===== config.mk =====
export PLATFORM = sky130hd
export DESIGN_NAME = sprite_anim_ctrl
export DESIGN_NICKNAME = d
export VERILOG_FILES = /design/src/rtl/sprite_anim_ctrl.sv
export SDC_FILE = /design/constraint.sdc
export NUM_CORES = 1
export LEC_CHECK = 0
export ABC_CLOCK_PERIOD_IN_PS = 5400
export CAP_MARGIN = 40
export CORE_UTILIZATION = 49
export CTS_CLUSTER_DIAMETER = 40
export DETAILED_ROUTE_END_ITERATION = 10
export PLACE_DENSITY_LB_ADDON = 0.1
export SLEW_MARGIN = 30
export SYNTH_ARGS = -nofsm -noshare
export SYNTH_HDL_FRONTEND = slang
export SYNTH_SLANG_ARGS = --single-unit

===== constraint.sdc =====
create_clock -name clk -period 5.4 [get_ports clk]
set_input_delay 0.81 -clock clk [delete_from_list [all_inputs] [get_ports clk]]
set_output_delay 0.81 -clock clk [all_outputs]
set_load 0.02 [all_outputs]

===== src/rtl/sprite_anim_ctrl.sv =====
// Per-player sprite animation sequencer: picks IDLE/WALK/ATTACK/HURT and frame index once per video frame.
// Latency: state/frame update on the clock after a frame_tick rising edge; base_addr follows one clock later.
// Backpressure: none; attack/hit requests are latched until the next frame tick and never stall the inputs.
module sprite_anim_ctrl #(
  parameter int FRAME_WORDS = 23550,
  parameter int ADDR_W      = 18,
  parameter int HOLD_TICKS  = 4,
  parameter int IDLE_FRAMES = 2,
  parameter int WALK_FRAMES = 4,
  parameter int ATK_FRAMES  = 3,
  parameter int HURT_FRAMES = 2
) (
  input  logic              clk,
  input  logic              rst_n,
  input  logic              frame_tick,
  input  logic              move_left,
  input  logic              move_right,
  input  logic              attack,
  input  logic              hit,
  output logic [ADDR_W-1:0] base_addr,
  output logic [1:0]        anim_state,
  output logic [2:0]        frame_idx,
  output logic              facing_left,
  output logic              busy,
  output logic              anim_done
);

  typedef enum logic [1:0] {
    ST_IDLE   = 2'd0,
    ST_WALK   = 2'd1,
    ST_ATTACK = 2'd2,
    ST_HURT   = 2'd3
  } state_e;

  // Last hold count before the frame index moves on.
  localparam logic [3:0] HOLD_LAST = 4'(HOLD_TICKS - 1);

  // Last frame index of each animation.
  localparam logic [2:0] IDLE_LAST = 3'(IDLE_FRAMES - 1);
  localparam logic [2:0] WALK_LAST = 3'(WALK_FRAMES - 1);
  localparam logic [2:0] ATK_LAST  = 3'(ATK_FRAMES - 1);
  localparam logic [2:0] HURT_LAST = 3'(HURT_FRAMES - 1);

  // Sprite ROM slot where each animation's first frame lives.
  localparam logic [3:0] IDLE_SLOT = 4'd0;
  localparam logic [3:0] WALK_SLOT = 4'(IDLE_FRAMES);
  localparam logic [3:0] ATK_SLOT  = 4'(IDLE_FRAMES + WALK_FRAMES);
  localparam logic [3:0] HURT_SLOT = 4'(IDLE_FRAMES + WALK_FRAMES + ATK_FRAMES);

  state_e              state_q, state_d;
  logic [2:0]          frame_q, frame_d;
  logic [3:0]          hold_q, hold_d;
  logic                facing_q, facing_d;
  logic                done_q, done_d;
  logic                tick_q;
  logic                atk_pend_q, atk_pend_d;
  logic                hit_pend_q, hit_pend_d;
  logic [ADDR_W-1:0]   base_q, base_d;

  logic                tick_rise;
  logic                atk_eff;
  logic                hit_eff;
  logic                dir_one;

  // Advance results, computed for the current state regardless of whether they are used.
  state_e              adv_state;
  logic [2:0]          adv_frame;
  logic [3:0]          adv_hold;
  logic                adv_done;
  logic [2:0]          last_frame;
  logic                one_shot;

  logic [3:0]          slot_off;
  logic [4:0]          slot_sum;

  assign tick_rise = frame_tick & ~tick_q;
  assign atk_eff   = atk_pend_q | attack;
  assign hit_eff   = hit_pend_q | hit;
  assign dir_one   = move_left ^ move_right;

  // Requests are remembered until the next tick, which always clears them (clear beats a same-cycle set).
  always_comb begin
    atk_pend_d = atk_pend_q | attack;
    hit_pend_d = hit_pend_q | hit;
    if (tick_rise) begin
      atk_pend_d = 1'b0;
      hit_pend_d = 1'b0;
    end
  end

  // Per-state frame count and loop/one-shot classification.
  always_comb begin
    last_frame = IDLE_LAST;
    one_shot   = 1'b0;
    unique case (state_q)
      ST_IDLE:   last_frame = IDLE_LAST;
      ST_WALK:   last_frame = WALK_LAST;
      ST_ATTACK: begin
        last_frame = ATK_LAST;
        one_shot   = 1'b1;
      end
      ST_HURT:   begin
        last_frame = HURT_LAST;
        one_shot   = 1'b1;
      end
      default:   last_frame = IDLE_LAST;
    endcase
  end

  // Hold the frame for HOLD_TICKS ticks, then step; loops wrap, one-shots fall back to IDLE.
  always_comb begin
    adv_state = state_q;
    adv_frame = frame_q;
    adv_hold  = hold_q;
    adv_done  = 1'b0;
    if (hold_q < HOLD_LAST) begin
      adv_hold = hold_q + 4'd1;
    end else begin
      adv_hold = 4'd0;
      if (frame_q < last_frame) begin
        adv_frame = frame_q + 3'd1;
      end else if (one_shot) begin
        adv_state = ST_IDLE;
        adv_frame = 3'd0;
        adv_done  = 1'b1;
      end else begin
        adv_frame = 3'd0;
      end
    end
  end

  // Next-state decision, evaluated only on a frame tick in fixed priority order.
  always_comb begin
    state_d  = state_q;
    frame_d  = frame_q;
    hold_d   = hold_q;
    facing_d = facing_q;
    done_d   = 1'b0;
    if (tick_rise) begin
      if (hit_eff && (state_q != ST_HURT)) begin
        // Getting hit aborts anything, including an attack, without a done pulse.
        state_d = ST_HURT;
        frame_d = 3'd0;
        hold_d  = 4'd0;
      end else if ((state_q == ST_ATTACK) || (state_q == ST_HURT)) begin
        state_d = adv_state;
        frame_d = adv_frame;
        hold_d  = adv_hold;
        done_d  = adv_done;
      end else if (atk_eff) begin
        state_d = ST_ATTACK;
        frame_d = 3'd0;
        hold_d  = 4'd0;
      end else if (dir_one && (state_q == ST_WALK)) begin
        state_d = adv_state;
        frame_d = adv_frame;
        hold_d  = adv_hold;
      end else if (dir_one) begin
        state_d = ST_WALK;
        frame_d = 3'd0;
        hold_d  = 4'd0;
      end else if (state_q == ST_WALK) begin
        state_d = ST_IDLE;
        frame_d = 3'd0;
        hold_d  = 4'd0;
      end else begin
        state_d = adv_state;
        frame_d = adv_frame;
        hold_d  = adv_hold;
      end
      // Facing only follows the stick while the player is free to move.
      if (((state_d == ST_IDLE) || (state_d == ST_WALK)) && dir_one) begin
        facing_d = move_left;
      end
    end
  end

  // ROM slot of the currently registered state; the address is registered from it.
  always_comb begin
    slot_off = IDLE_SLOT;
    unique case (state_q)
      ST_IDLE:   slot_off = IDLE_SLOT;
      ST_WALK:   slot_off = WALK_SLOT;
      ST_ATTACK: slot_off = ATK_SLOT;
      ST_HURT:   slot_off = HURT_SLOT;
      default:   slot_off = IDLE_SLOT;
    endcase
    slot_sum = {1'b0, slot_off} + {2'b00, frame_q};
    base_d   = ADDR_W'(32'(slot_sum) * 32'(FRAME_WORDS));
  end

  // State register; tick_q resets high so a tick already asserted at reset release is not an edge.
  always_ff @(posedge clk or negedge rst_n) begin
    if (!rst_n) begin
      state_q    <= ST_IDLE;
      frame_q    <= 3'd0;
      hold_q     <= 4'd0;
      facing_q   <= 1'b0;
      done_q     <= 1'b0;
      tick_q     <= 1'b1;
      atk_pend_q <= 1'b0;
      hit_pend_q <= 1'b0;
      base_q     <= '0;
    end else begin
      state_q    <= state_d;
      frame_q    <= frame_d;
      hold_q     <= hold_d;
      facing_q   <= facing_d;
      done_q     <= done_d;
      tick_q     <= frame_tick;
      atk_pend_q <= atk_pend_d;
      hit_pend_q <= hit_pend_d;
      base_q     <= base_d;
    end
  end

  assign base_addr   = base_q;
  assign anim_state  = state_q;
  assign frame_idx   = frame_q;
  assign facing_left = facing_q;
  assign busy        = (state_q == ST_ATTACK) || (state_q == ST_HURT);
  assign anim_done   = done_q;

endmodule


==> results of run 1 <==
[through the flow]
step,cells,instance area [um^2],hold WS (ns)
after floorplan,235,2470,0.443
after global placement,334,2870,0.458
after detailed placement,334,2870,0.466
after CTS,342,2990,0.485
after global routing,342,2990,0.512
final,342,2990,0.480
[cell usage after synthesis, types with 2 or more instances]
| cell type | number |
|---|---|
| xor2_1 | 7 |
| o21a_1 | 3 |
| a21oi_1 | 11 |
| xnor2_1 | 11 |
| nor3_2 | 2 |
| o21ai_1 | 8 |
| fa_1 | 14 |
| nor2_1 | 19 |
| a211o_1 | 2 |
| a22oi_1 | 2 |
| dfrtp_1 | 30 |
| nor3_1 | 2 |
| or2_2 | 2 |
| ha_1 | 38 |
| nand2b_1 | 2 |
| o21bai_1 | 2 |
| a21o_1 | 6 |
| inv_1 | 31 |
| mux2i_1 | 2 |
| a211oi_1 | 3 |
| o22ai_1 | 2 |
| nand2_1 | 6 |
| o21ai_0 | 2 |
| and2_1 | 2 |
[path summary, 6_finish.rpt]
check / from / to / slack [ns] / cells past startpoint
worst max register to register: anim_state[0] / base_addr[16] / 0.36 / 19
worst max-delay path: anim_state[0] / base_addr[16] / 0.36 / 19
min in group asynchronous: rst_n / hold_q[3] / 0.92 / 2
worst min-delay path: hit_pend_q / hit_pend_q / 0.48 / 2
worst min register to register: hit_pend_q / hit_pend_q / 0.48 / 2
max in group asynchronous: rst_n / tick_q / 4.17 / 2
[state kept, by name, summed over array words and instances, names as in the netlist]
signal,flops
anim_state,2
anim_done,1
facing_left,1
base_addr,17
atk_pend_q,1
hold_q,4
hit_pend_q,1
frame_idx,3
tick_q,1
[cell usage in the layout (no fill, tap or decap), types with 2 or more instances in the layout]
cell             Yosys  final
ha_1                38     38
o21ai_0              2      2
fa_1                14     14
nor3_1               2      2
xnor2_1             11     10
mux2i_1              2      2
or2_2                2      2
o21bai_1             2      2
nor2_1              19     19
o22ai_1              2      2
inv_1               31     31
o21ai_1              8      8
clkinv_2             1      2
a211oi_1             3      3
buf_4                1      2
o21a_1               3      3
a21oi_1             11     11
a211o_1              2      2
and2_1               2      2
nand2_1              6      6
nor3_2               2      2
a22oi_1              2      2
xor2_1               7      7
clkbuf_8             0      5
nand2b_1             2      2
clkdlybuf4s50_1      0     31
dfrtp_1             30     30
a21o_1               6      6
[logic make-up (layout without fill, tap and decap cells)]
group,after synthesis,in the layout,synth area share [%]
AO/OA/AOI/OAI,53,53,15.3
adder cells (fa/ha/maj),52,52,30.6
AND/OR/NAND/NOR,44,44,9.26
buffers and inverters,33,73,5.21
flip-flops,31,31,31.4
XOR/XNOR,19,19,7.29
multiplexers,2,2,0.810
other,1,1,0.152
[timing repair]
action | 4_1_cts | 5_1_grt
buffers inserted | 0 | 0
endpoints found under the hold margin | 0 | 0
endpoints found under the setup margin | 0 | 1
gates resized for setup | 0 | 1
[per-layer routing]
layer  wire, um  up-vias  share of wire (%)
li1           -      880                  -
met5          0        -                  0
met4         65        0                1.5
met2       2090       28                 49
met3        146        7                3.4
met1       2000      792                 46
[layout make-up]
cell class                      count  area (um^2)
Fill cell                         403         1790
Multi-Input combinational cell    171         1570
Clock buffer                        5         68.8
Sequential cell                    31          777
Timing Repair Buffer               33          325
Clock inverter                      3         43.8
Tap cell                           67         83.8
Inverter                           32          121
[critical path: stages, from the launching register on]
cell,delay [ns]
dfrtp_1,0.46
inv_1,0.09
ha_1,0.34
inv_1,0.06
ha_1,0.26
a21o_1,0.17
a21oi_1,0.22
xnor2_2,0.15
fa_1,0.59
inv_1,0.10
fa_1,0.50
xor2_1,0.21
ha_1,0.18
or2_2,0.31
ha_1,0.38
o21a_1,0.20
o21ai_1,0.21
o2bb2ai_1,0.23
o21ai_1,0.13
xor2_1,0.15
==> metrics, run 1 <==
Clock Tree Root clkbuf_8; GR Overflow Total 0; Critical Path End Type flop; Peak Freq 198 MHz; final setup fails 0; Setup TNS 0 ns; Layout Nets 333; H-tree levels 2; Worst-Skew Late Latency 0.28 ns; Worst EP required 5.56 ns; max capacitance violation total 0; CP max FO 7; outcome complete, no violations; top cells by area, synth dfrtp_1 30%, ha_1 19%, fa_1 11%; EDFF count, synth 0; WP data arrival 5.21 ns; Die Wd 73.0 um; DRT iter0 DRCs 71; Tmin final 5.04 ns; clk buf depth 2; HPWL Detailed 3.34 mm; met3 global-route usage 3.31%; Crit Path Category flop to flop; Via density 4.99; Total GRT Usage 18.7%; die area 5330 um^2; core area 4790 um^2; I/O pins 33; final wirelength 4.30 mm; met2 Resource Use GR 32.5%; synthesized area 2470 um^2; CTS Hold Buffers Added 0; TritonCTS Buffers 5; Primary FF master, synth dfrtp_1; # rows 25; placer congestion estimate 0.850; Gate Count Post-Synth 235; first-pass GRT wire length 7.56 mm; max-slew violation count 0; Yosys reg bits 31; TritonRoute pass-1 iters 4; port buffer count 31; Setup crit start kind flop; wire per inst 12.6 um; clk slew on worst S/H paths 0.07 ns; Post-Place Setup Slack 0.324 ns; DRC errors left 0; GR peak layer met2; Syn Nets 294; RSZ-0062 raised after global routing false; vias post-DR 1,707; Yosys cell types 50; Hold Crit Class flop to flop; endpoints failing hold 0; largest net degree at the start of global routing 32; vias in the first global route 1,744; post-route ant nets 0; initial antenna violation count 0; sequential share of the synthesized area 31.4%; Synth Warn # 0; area grow syn2layout 21.1%; asr flop ratio synth 100%; fin worst setup slack 0.356 ns; dominant cell type by area after synthesis dfrtp_1; number of diodes 0; Final Cycle Share 93.4%; top cell type's share of synthesized area 30.4%; layout cells sized above 1 9.45%; Num Clock Sinks 31; final core occ 62.6%; Die H 73.0 um; CTS tree done; worst clock skew 0.00418 ns; GR Util met1 23.1%; starting density of the core 51.7%; Avg Inst Size Synth 10.5 um^2
Power of run 1 is not shown: default switching activity piles up to over one toggle a cycle in this logic, so the estimate is an artifact.
==> inputs of run 2 (changes only) <==
Settings changed: HOLD_SLACK_MARGIN from default to 0.15.
==> results of run 2 <==
Final layout, timing and power as in run 1 (identical DEF).
Power of run 2 is left out for the same reason.
==> inputs of run 3 (changes only) <==
Settings changed: ABC_AREA from default to 1, SETUP_SLACK_MARGIN from default to 0.4, SLEW_MARGIN 30 to default.
==> run 3 against run 2 <==
- clock-buffer cell count is 2 higher
- sequential share of layout area down 1.6 points
- maximum frequency is 6.0% higher
- via count grew 24%
- clock skew grew 0.0037 ns
- critical path type unchanged
==> metrics, run 3 <==
Via density 5.04 (+0.89%); Die Wd 75.5 um (+3.3%); post-route ant nets 0 (unchanged); top cells by area, synth dfrtp_1 28%, ha_1 18%, fa_1 11%; Worst-Skew Late Latency 0.29 ns (about the same); die area 5700 um^2 (+6.8%); Worst EP required 5.61 ns (+0.05 ns); placer congestion estimate 0.922 (+8.6%); final wirelength 5.48 mm (+27%); H-tree levels 2 (unchanged); RSZ-0062 raised after global routing false; Total GRT Usage 21.3% (+2.6 points); Yosys cell types 32 (-36%); TritonCTS Buffers 5 (unchanged); synth cell count leaders 54 x inv_1, 51 x nand2_1, 38 x ha_1; most frequent cells in the layout 54 x inv_1, 51 x nand2_1, 35 x ha_1; port buffer count 31 (unchanged); Critical Path End Type flop; max-slew violation count 0 (unchanged); endpoints failing hold 0 (unchanged); Tmin final 4.76 ns (-0.284 ns); EDFF count, synth 0 (unchanged); vias post-DR 2,110 (+24%); Setup TNS 0 ns (unchanged); clk buf depth 2 (unchanged); origin of the critical flop-to-flop path anim_state[0]; HPWL Detailed 4.50 mm (+35%); Syn Nets 370 (+26%); clk slew on worst S/H paths 0.07 ns (about the same); top cell type's share of synthesized area 28.4% (-2.0 points); first-pass GRT wire length 9.03 mm (+19%); r2r endpoint base_addr[15]; Final Cycle Share 88.2% (-5.3 points); synthesized area 2650 um^2 (+7.0%); outcome complete, no violations; cell with the most instances after synthesis inv_1; CTS tree done; R2R Setup Slk 0.64 ns (+0.28 ns); worst clock skew 0.00789 ns (+0.00370 ns); CP max FO 6 (-1); fin worst setup slack 0.639 ns (+0.284 ns); Avg Inst Size Synth 8.50 um^2 (-19%); WP data arrival 4.97 ns (-0.24 ns); Layout Nets 407 (+22%); DRT iter0 DRCs 60 (-15%); layout cells sized above 1 8.31% (-1.1 points); Hold Crit Class flop to flop; starting density of the core 51.5% (-0.20 points); core area 5140 um^2 (+7.4%); Peak Freq 210 MHz (+6.0%); Num Clock Sinks 31 (unchanged); vias in the first global route 2,094 (+20%); initial antenna violation count 0 (unchanged); CTS Hold Buffers Added 0 (unchanged); Yosys reg bits 31 (unchanged); Die H 75.5 um (+3.3%); GR Overflow Total 0 (unchanged); most common cell after layout, fill and taps aside inv_1; sequential share of the synthesized area 29.4% (-2.1 points); Hold Path End facing_left; hold path depth 2 (unchanged); Largest register FFs 17 (unchanged); area grow syn2layout 20.6%; final setup fails 0 (unchanged); Primary FF master, synth dfrtp_1; Worst Min Path Start facing_left; DRC errors left 0 (unchanged); Clock Tree Root clkbuf_8; wire per inst 13.1 um (+3.9%); max capacitance violation total 0 (unchanged); Post-Place Setup Slack 0.443 ns (+0.119 ns); Gate Count Post-Synth 311 (+32%); dominant cell type by area after synthesis dfrtp_1; worst r2r path cells 18 (-1); Setup crit start kind flop; TritonRoute pass-1 iters 4 (unchanged); asr flop ratio synth 100% (unchanged); I/O pins 33 (unchanged); number of diodes 0 (unchanged); # rows 26 (+4.0%); Synth Warn # 0 (unchanged); largest net degree at the start of global routing 32 (unchanged); Crit Path Category flop to flop
==> run 3: cell types whose count changed in the layout (fill, tap and decap cells not counted), moves of 4 or more <==
cell,before,now
nand2_1,6,51
inv_1,31,54
nand3_1,1,19
nor2_1,19,29
xnor2_1,10,2
o21ai_0,2,9
xor2_1,7,13
nand4_1,1,5
==> run 3: final cells by class <==
cell class,instances,area (um^2)
clock inverter,1,5.00
inverter,55,206
multi-input combinational,222,1700
sequential,31,778
tap,70,87.6
fill,485,1950
clock buffer,7,86.3
timing repair buffer,33,325
==> run 3: repair_timing <==
| item | 4_1_cts | 5_1_grt |
|---|---|---|
| setup buffers | 0 | 1 |
| resized for setup | 0 | 12 |
| endpoints found under the setup margin | 0 | 10 |
==> run 3: worst max-delay path by stage <==
stage                             start  cells past startpoint       endpoint
after floorplan           anim_state[0]                     19  base_addr[17]
after global placement    anim_state[0]                     19  base_addr[15]
after detailed placement  anim_state[0]                     19  base_addr[17]
after CTS                 anim_state[0]                     19  base_addr[17]
after global routing      anim_state[1]                     19  base_addr[16]
final                     anim_state[0]                     18  base_addr[15]
==> run 3: cell families (layout without fill, tap and decap cells) <==
group	Yosys count	in the layout	synth area share [%]
AO/OA/AOI/OAI	38	38	8.61
buffers and inverters	58	96	8.56
flip-flops	31	31	29.4
other	1	1	0.142
XOR/XNOR	17	17	5.63
adder cells (fa/ha/maj)	52	52	28.6
AND/OR/NAND/NOR	114	114	19.1
==> run 3: per-layer routing <==
layer  GRT usage [%]  routed length [um]  up-vias
li1                -                   -     1070
met1            23.4                2350      989
met2            39.8                2810       38
met3            4.23                 186       13
met4            8.85                 139        0
met5               0                   0        -
==> run 3: worst max-delay path, cell delays in order, from the launching register on <==
cell,delay [ns]
dfrtp_2,0.42
inv_1,0.09
ha_1,0.23
ha_1,0.39
nand2_1,0.11
nand3_1,0.16
xor2_2,0.23
fa_1,0.58
inv_1,0.10
fa_1,0.50
xor2_1,0.21
ha_1,0.19
or2_2,0.33
ha_2,0.40
nand2_1,0.11
o21ai_1,0.25
nand3_1,0.11
nand3_1,0.10
xor2_1,0.15
==> run 3: metrics by stage <==
step	utilization [%]	cells	hold slack (ns)	cell area, um^2
6_report	62.1	419	0.472	3190
2_1_floorplan	-	311	0.452	2650
5_1_grt	62.1	419	0.518	3190
3_3_place_gp	59.0	410	0.458	3030
3_5_place_dp	59.0	410	0.457	3030
4_1_cts	60.7	418	0.473	3120
Power of run 3 is left out for the same reason.
